===== config.mk =====
export PLATFORM = sky130hd
export DESIGN_NAME = piso_serializer
export DESIGN_NICKNAME = d
export VERILOG_FILES = /design/src/rtl/piso_serializer.sv
export SDC_FILE = /design/constraint.sdc
export NUM_CORES = 1
export LEC_CHECK = 0
export CAP_MARGIN = 20
export CORE_UTILIZATION = 55
export DETAILED_ROUTE_END_ITERATION = 7
export GPL_TIMING_DRIVEN = 0
export PLACE_DENSITY = 0.78
export SETUP_SLACK_MARGIN = 0.1
export SYNTH_ARGS = -nofsm -noshare
export SYNTH_HDL_FRONTEND = slang
export SYNTH_SLANG_ARGS = --single-unit

===== constraint.sdc =====
create_clock -name CLK_IN -period 1.7 [get_ports CLK_IN]
set_input_delay 0.34 -clock CLK_IN [delete_from_list [all_inputs] [get_ports CLK_IN]]
set_output_delay 0.34 -clock CLK_IN [all_outputs]
set_load 0.05 [all_outputs]

===== src/rtl/piso_serializer.sv =====
// Parallel-in/serial-out serializer with valid/ready word side, one-word holding buffer and defined idle level.
// Optional even-parity trailer bit per frame when PISO_PARITY_EN is defined.
module piso_serializer #(
    parameter int unsigned WORD_W     = 10,
    parameter bit          LSB_FIRST  = 1'b1,
    parameter logic        IDLE_LEVEL = 1'b0
) (
    input  logic              CLK_IN,
    input  logic              RESET_IN,
    input  logic [WORD_W-1:0] PAR_DATA_IN,
    input  logic              PAR_VALID_IN,
    output logic              PAR_READY_OUT,
    output logic              SERIAL_OUT,
    output logic              FRAME_START_OUT,
    output logic              UNDERRUN_OUT,
    output logic              BUSY_OUT
);

`ifdef PISO_PARITY_EN
    localparam int unsigned FL = WORD_W + 1;
`else
    localparam int unsigned FL = WORD_W;
`endif
    localparam int unsigned   CNT_W    = $clog2(FL);
    localparam logic [CNT_W-1:0] LAST_BIT = CNT_W'(FL - 1);
    localparam logic [CNT_W-1:0] CNT_ONE  = CNT_W'(1);

    typedef enum logic {
        ST_IDLE  = 1'b0,
        ST_SHIFT = 1'b1
    } state_t;

    state_t              state;
    logic [FL-1:0]       sr;
    logic [WORD_W-1:0]   hold;
    logic                hold_valid;
    logic [CNT_W-1:0]    bit_cnt;
    logic                underrun_pend;

    logic                xfer_c;
    logic                load_pt_c;
    logic                head_bit_c;
    logic [FL-1:0]       sr_shifted_c;

    // Frame image as loaded into SR: the head bit sits at the end the shifter drains from.
    function automatic logic [FL-1:0] frame_of(input logic [WORD_W-1:0] w);
`ifdef PISO_PARITY_EN
        if (LSB_FIRST) begin
            return {^w, w};
        end
        return {w, ^w};
`else
        return w;
`endif
    endfunction

    assign PAR_READY_OUT = !hold_valid && !RESET_IN;
    assign xfer_c        = PAR_VALID_IN && PAR_READY_OUT;
    assign load_pt_c     = (state == ST_IDLE) || (bit_cnt == LAST_BIT);
    assign head_bit_c    = LSB_FIRST ? sr[0] : sr[FL-1];
    assign sr_shifted_c  = LSB_FIRST ? {1'b0, sr[FL-1:1]} : {sr[FL-2:0], 1'b0};

    // Line outputs reflect the current state; state/buffer advance by the load rule.
    always_ff @(posedge CLK_IN or posedge RESET_IN) begin
        if (RESET_IN) begin
            state           <= ST_IDLE;
            sr              <= '0;
            hold            <= '0;
            hold_valid      <= 1'b0;
            bit_cnt         <= '0;
            underrun_pend   <= 1'b0;
            SERIAL_OUT      <= IDLE_LEVEL;
            FRAME_START_OUT <= 1'b0;
            UNDERRUN_OUT    <= 1'b0;
            BUSY_OUT        <= 1'b0;
        end else begin
            if (state == ST_SHIFT) begin
                SERIAL_OUT      <= head_bit_c;
                FRAME_START_OUT <= (bit_cnt == '0);
                BUSY_OUT        <= 1'b1;
                UNDERRUN_OUT    <= 1'b0;
            end else begin
                SERIAL_OUT      <= IDLE_LEVEL;
                FRAME_START_OUT <= 1'b0;
                BUSY_OUT        <= 1'b0;
                UNDERRUN_OUT    <= underrun_pend;
            end

            if (load_pt_c) begin
                if (hold_valid) begin
                    sr            <= frame_of(hold);
                    hold_valid    <= xfer_c;
                    if (xfer_c) begin
                        hold <= PAR_DATA_IN;
                    end
                    state         <= ST_SHIFT;
                    bit_cnt       <= '0;
                    underrun_pend <= 1'b0;
                end else if (xfer_c) begin
                    sr            <= frame_of(PAR_DATA_IN);
                    state         <= ST_SHIFT;
                    bit_cnt       <= '0;
                    underrun_pend <= 1'b0;
                end else begin
                    state         <= ST_IDLE;
                    underrun_pend <= (state == ST_SHIFT);
                end
            end else begin
                sr      <= sr_shifted_c;
                bit_cnt <= bit_cnt + CNT_ONE;
                if (xfer_c) begin
                    hold       <= PAR_DATA_IN;
                    hold_valid <= 1'b1;
                end
            end
        end
    end

endmodule


* After elaboration in Yosys (flattened, before gate mapping)
Index checks and enable logic that the tools add are counted.
Cells by class: $add $sub $neg 1, equal/unequal tests 3, muxes and demuxes 20, bitwise gates (word level) 1, reduce and logical (&&, ||, !) cells 7
Operators with widths (number):
- two-way mux 10 bit | 6
- two-way mux 4 bit | 3
- two-way mux 1 bit | 11
- adder 4 x 1 -> 4 bit (second input constant) | 1
- equality test 4 bit (second input constant) | 1
- zero test 4 bit | 1
- inequality test 3 bit (second input constant) | 1
- logical AND 1 bit | 2
- zero test 1 bit | 2
- inequality test 2 bit (second input constant) | 1
- nonzero test 2 bit | 1
- logical OR 1 bit | 1
- inverter 1 bit | 1
Word-level totals: register bits 31, output and inout port bits 5, word-level logic and storage cells 42

* Depth between registers and ports, before layout
depth after elaboration 6, gate-level depth with buffers 6

* Least setup slack after synthesis
Ideal clock, no wire load.
kind register to register, start register hold_valid, end register hold[2], data arrival time 1.587 ns, required time 1.572 ns, path slack -0.015 ns, cell stages (with the launch flop) 5, clock period less this slack 1.715 ns, cells stage by stage dfrtp_1 > buf_2 > nor2_2 > nand4_4 > mux2_1
Between the ends: word-level cells in the longest chain between the ends 6, elaborated cells between the ends (all ways) 7, classes of those cells 1 x eq/ne; 3 x mux; 3 x reduce/logical
Ends and longest elaborated chain:
- start, declared | line 36 | logic hold_valid;
- start signal, assigned | line 92 | hold_valid <= xfer_c;
- zero test 1 bit * | line 57 | assign PAR_READY_OUT = !hold_valid && !RESET_IN;
- logical AND 1 bit * | line 57
- net PAR_READY_OUT | line 12 | output logic PAR_READY_OUT,
- logical AND 1 bit * | line 58 | assign xfer_c = PAR_VALID_IN && PAR_READY_OUT;
- two-way mux 10 bit *
- two-way mux 10 bit
- two-way mux 10 bit *
- end signal, assigned | line 68 | hold <= '0;
- end signal, assigned | line 94 | hold <= PAR_DATA_IN;
- end signal, assigned | line 112 | hold <= PAR_DATA_IN;
- end, declared | line 35 | logic [WORD_W-1:0] hold;
The timed path passes the listed nets; every way through them passes the cells marked *. The select of a mux whose other input is x is not followed. A chain may end at the register's enable or synchronous reset.

* Final worst setup path
start register hold_valid, end output port PAR_READY_OUT
Between the ends: word-level cells in the longest chain between the ends 2
Ends and longest elaborated chain (line):
- zero test 1 bit | 57
- logical AND 1 bit | 57
- end, declared | 12
No other way between the ends.

==> impl_results.md <==
* CTS Sinks at 31
* Hpwl dp at 2090 um
* Most frequent cells after synthesis: 31 x dfrtp_1, 15 x mux2_2, 11 x nand3_1
* Setup violations, final at 0
* Cell with the largest stage delay on the worst path: dfrtp_1
* Crit path capture type: output pin
* Mapped Nets at 151
* Critical path's top delay family: flip-flops
* Met2 wire len at 1520 um
* Worst relative slew slack at 67.6%
* Worst Skew at 0.0115 ns
* Nets at 177
* DRT antenna net count at 0
* Number of enable flip-flop cells after synthesis at 0
* Row count at 19
* Post-synthesis cell type count at 34
* Worst-Skew Late Latency at 0.33 ns
* CTS root buf: clkbuf_4
* Starting Density at 57.9%
* Status: complete, no violations
* Max Cap Viol at 0
* DIE WIDTH at 55.6 um
* Via/cell ratio at 5.91
* Fmax at 0.654 GHz
* Post-synth top area cell: dfrtp_1
* IO Pins at 18
* Total CTS buffers at 5
* Pwr Density at 1600 nW/um^2
* Top Registers: hold (10), sr (10), bit_cnt (4)
* Drt drc at 0
* Seq/Total Area, Yosys at 49.0%
* Met3 wire len at 190 um
* Clk buf depth at 2
* Top sig layer: met4
* Iter 0 DRT Violations at 32
* Buf/Inv on CP at 2
* Most common cell in the synthesized netlist: dfrtp_1
* Top_reg_cell synth: dfrtp_1
* CORE AREA at 2730 sq um
* #FFs+latches synth at 31
* RSZ-0062 raised after global routing: yes
* Critical path class: flop to output pin
* LEAKAGE at 0.859 nW
* Max Slew Vio Count at 0
* Crit path max fanout at 6
* Setup TNS Final at 0 ns
* Max VDD drop at 0.00117 V
* Area Growth Syn to Fin at 21.3%
* Mapped Area at 1580 sq um
* Final min period at 1.53 ns
* Final Hold Vio Count at 0
* CTS tree: yes
* Pin count of the biggest net entering global routing at 23
* Yosys top cell area share at 49.0%
* Async SR Flop Fraction at 100%
* Max incr delay on CP at 0.37 ns
* WL/cell at 15.4 um
* Aggregate global routing overflow at 0
* Vias in the first global route at 1187
* Routed vias at 1141
* Mapped Cells at 135
* Worst hold slack at 0.383 ns
* Worst hold path class: flop to flop
* Initial antenna violation count at 0
* I/O Buffers at 17
* Worst Path Required at 1.36 ns
* Met1 WL at 1210 um
* Period Utilization, post-route at 89.9%
* Iteration count of the initial detailed-routing pass at 4
* Post-CTS Hold Fix Bufs at 0
* Die height at 55.6 um
* Layout cells sized above 1 at 32.7%
* Yosys warning count at 0
* Worst slew pin tran at 0.488 ns
* Gr usage total at 22.1%
* Area contributors post-synth: dfrtp_1 49%, mux2_2 11%, o31ai_2 6.3%
* Startpoint types: flop
* Routability cong. at 0.842
* CTS clk-pin slew, worst paths at 0.10 ns
* Avg Synthesized Cell Area at 11.7 sq um
* WP data arrival at 1.19 ns
* Diodes inserted at 0
* Routed WL at 2970 um
* First-pass GRT wire length at 5310 um
* H-tree Lvls at 2
* Critical Path, Cell by Cell: buf_2 > nor2_4 > buf_8
* Fillers at 203
* Die area at 3100 sq um
==> cell families (layout without fill, tap and decap cells) <==
kind of cell | Yosys count | after routing | share of synthesized area [%]
AO/OA/AOI/OAI | 25 | 25 | 14.2
XOR/XNOR | 1 | 1 | 0.553
flip-flops | 31 | 31 | 49.0
buffers and inverters | 15 | 42 | 4.74
multiplexers | 20 | 20 | 14.2
AND/OR/NAND/NOR | 40 | 40 | 14.9
adder cells (fa/ha/maj) | 3 | 3 | 2.37
==> area by class of cell <==
cell class / count / area (sq um) / area share (%)
flip-flops and latches: 31 / 776 / 40.4
inverters: 5 / 18.8 / 0.978
plain buffers: 10 / 57.6 / 3.00
clock buffers: 8 / 68.8 / 3.59
repair buffers: 19 / 205 / 10.7
well taps: 31 / 38.8 / 2.02
multi-input cells: 89 / 754 / 39.3
==> timing repair <==
item | CTS | global route
gates cloned | 0 | 0
pin swaps | 0 | 1
resized for setup | 12 | 7
setup buffers | 0 | 1
endpoints found under the setup margin | 7 | 14
==> cells in the final DEF, fill, tap and decap left out, types with 3 or more instances in the layout <==
cell             count
inv_1                3
dfrtp_1             31
a21oi_1              9
mux2_1               5
dlygate4sd2_1        4
mux2_2              15
nor2b_1              3
nand3_1             11
nand2_1              5
clkbuf_4             5
o31ai_2              7
buf_2                6
nor3_1               9
nor2_1               3
clkdlybuf4s50_1     12
==> layer usage <==
layer	vias up	GRT usage, %
met3	7	5.81
met2	39	37.5
met1	563	26.0
met4	0	10.7
met5	-	0
li1	532	-
==> through the flow <==
stage               setup WS, ns  power [mW]  std cells  utilization [%]  area (sq um)
global route              0.0937        3.25        193             70.2          1920
CTS                        0.106        3.03        192             69.1          1890
detailed placement        -0.444        2.55        184             66.7          1820
floorplan                  0.193        2.25        135                -          1590
finish                     0.171        3.06        193             70.2          1920
global placement          -0.412        2.47        183             65.7          1800
==> final timing paths <==
kind	end	start	cells past startpoint	slack, ns
setup / recovery	PAR_READY_OUT	hold_valid$_DFFE_PP0P_	3	0.17
hold / removal	BUSY_OUT$_DFF_PP0_	state$_DFFE_PP0N_	0	0.38
setup reg to reg	sr[0]$_DFFE_PP0P_	bit_cnt[1]$_DFFE_PP0P_	6	0.19
hold reg to reg	BUSY_OUT$_DFF_PP0_	state$_DFFE_PP0N_	0	0.38
max in group asynchronous	hold[0]$_DFFE_PP0P_	RESET_IN	3	0.81
min in group asynchronous	bit_cnt[1]$_DFFE_PP0P_	RESET_IN	2	0.44
==> worst register-to-register path: cells and delay by family, from the launching register on <==
kind / cells / cell delay (ns)
flip-flops: 1 / 0.40
AND/OR/NAND/NOR: 2 / 0.36
AO/OA/AOI/OAI: 1 / 0.24
buffers and inverters: 2 / 0.23
adder cells (fa/ha/maj): 1 / 0.19
==> power breakdown <==
group | switching [mW] | internal (mW)
clock network | 0.251 | 0.243
logic | 0.691 | 0.678
registers | 0.172 | 1.03
Power figures use the tool's default switching activity.
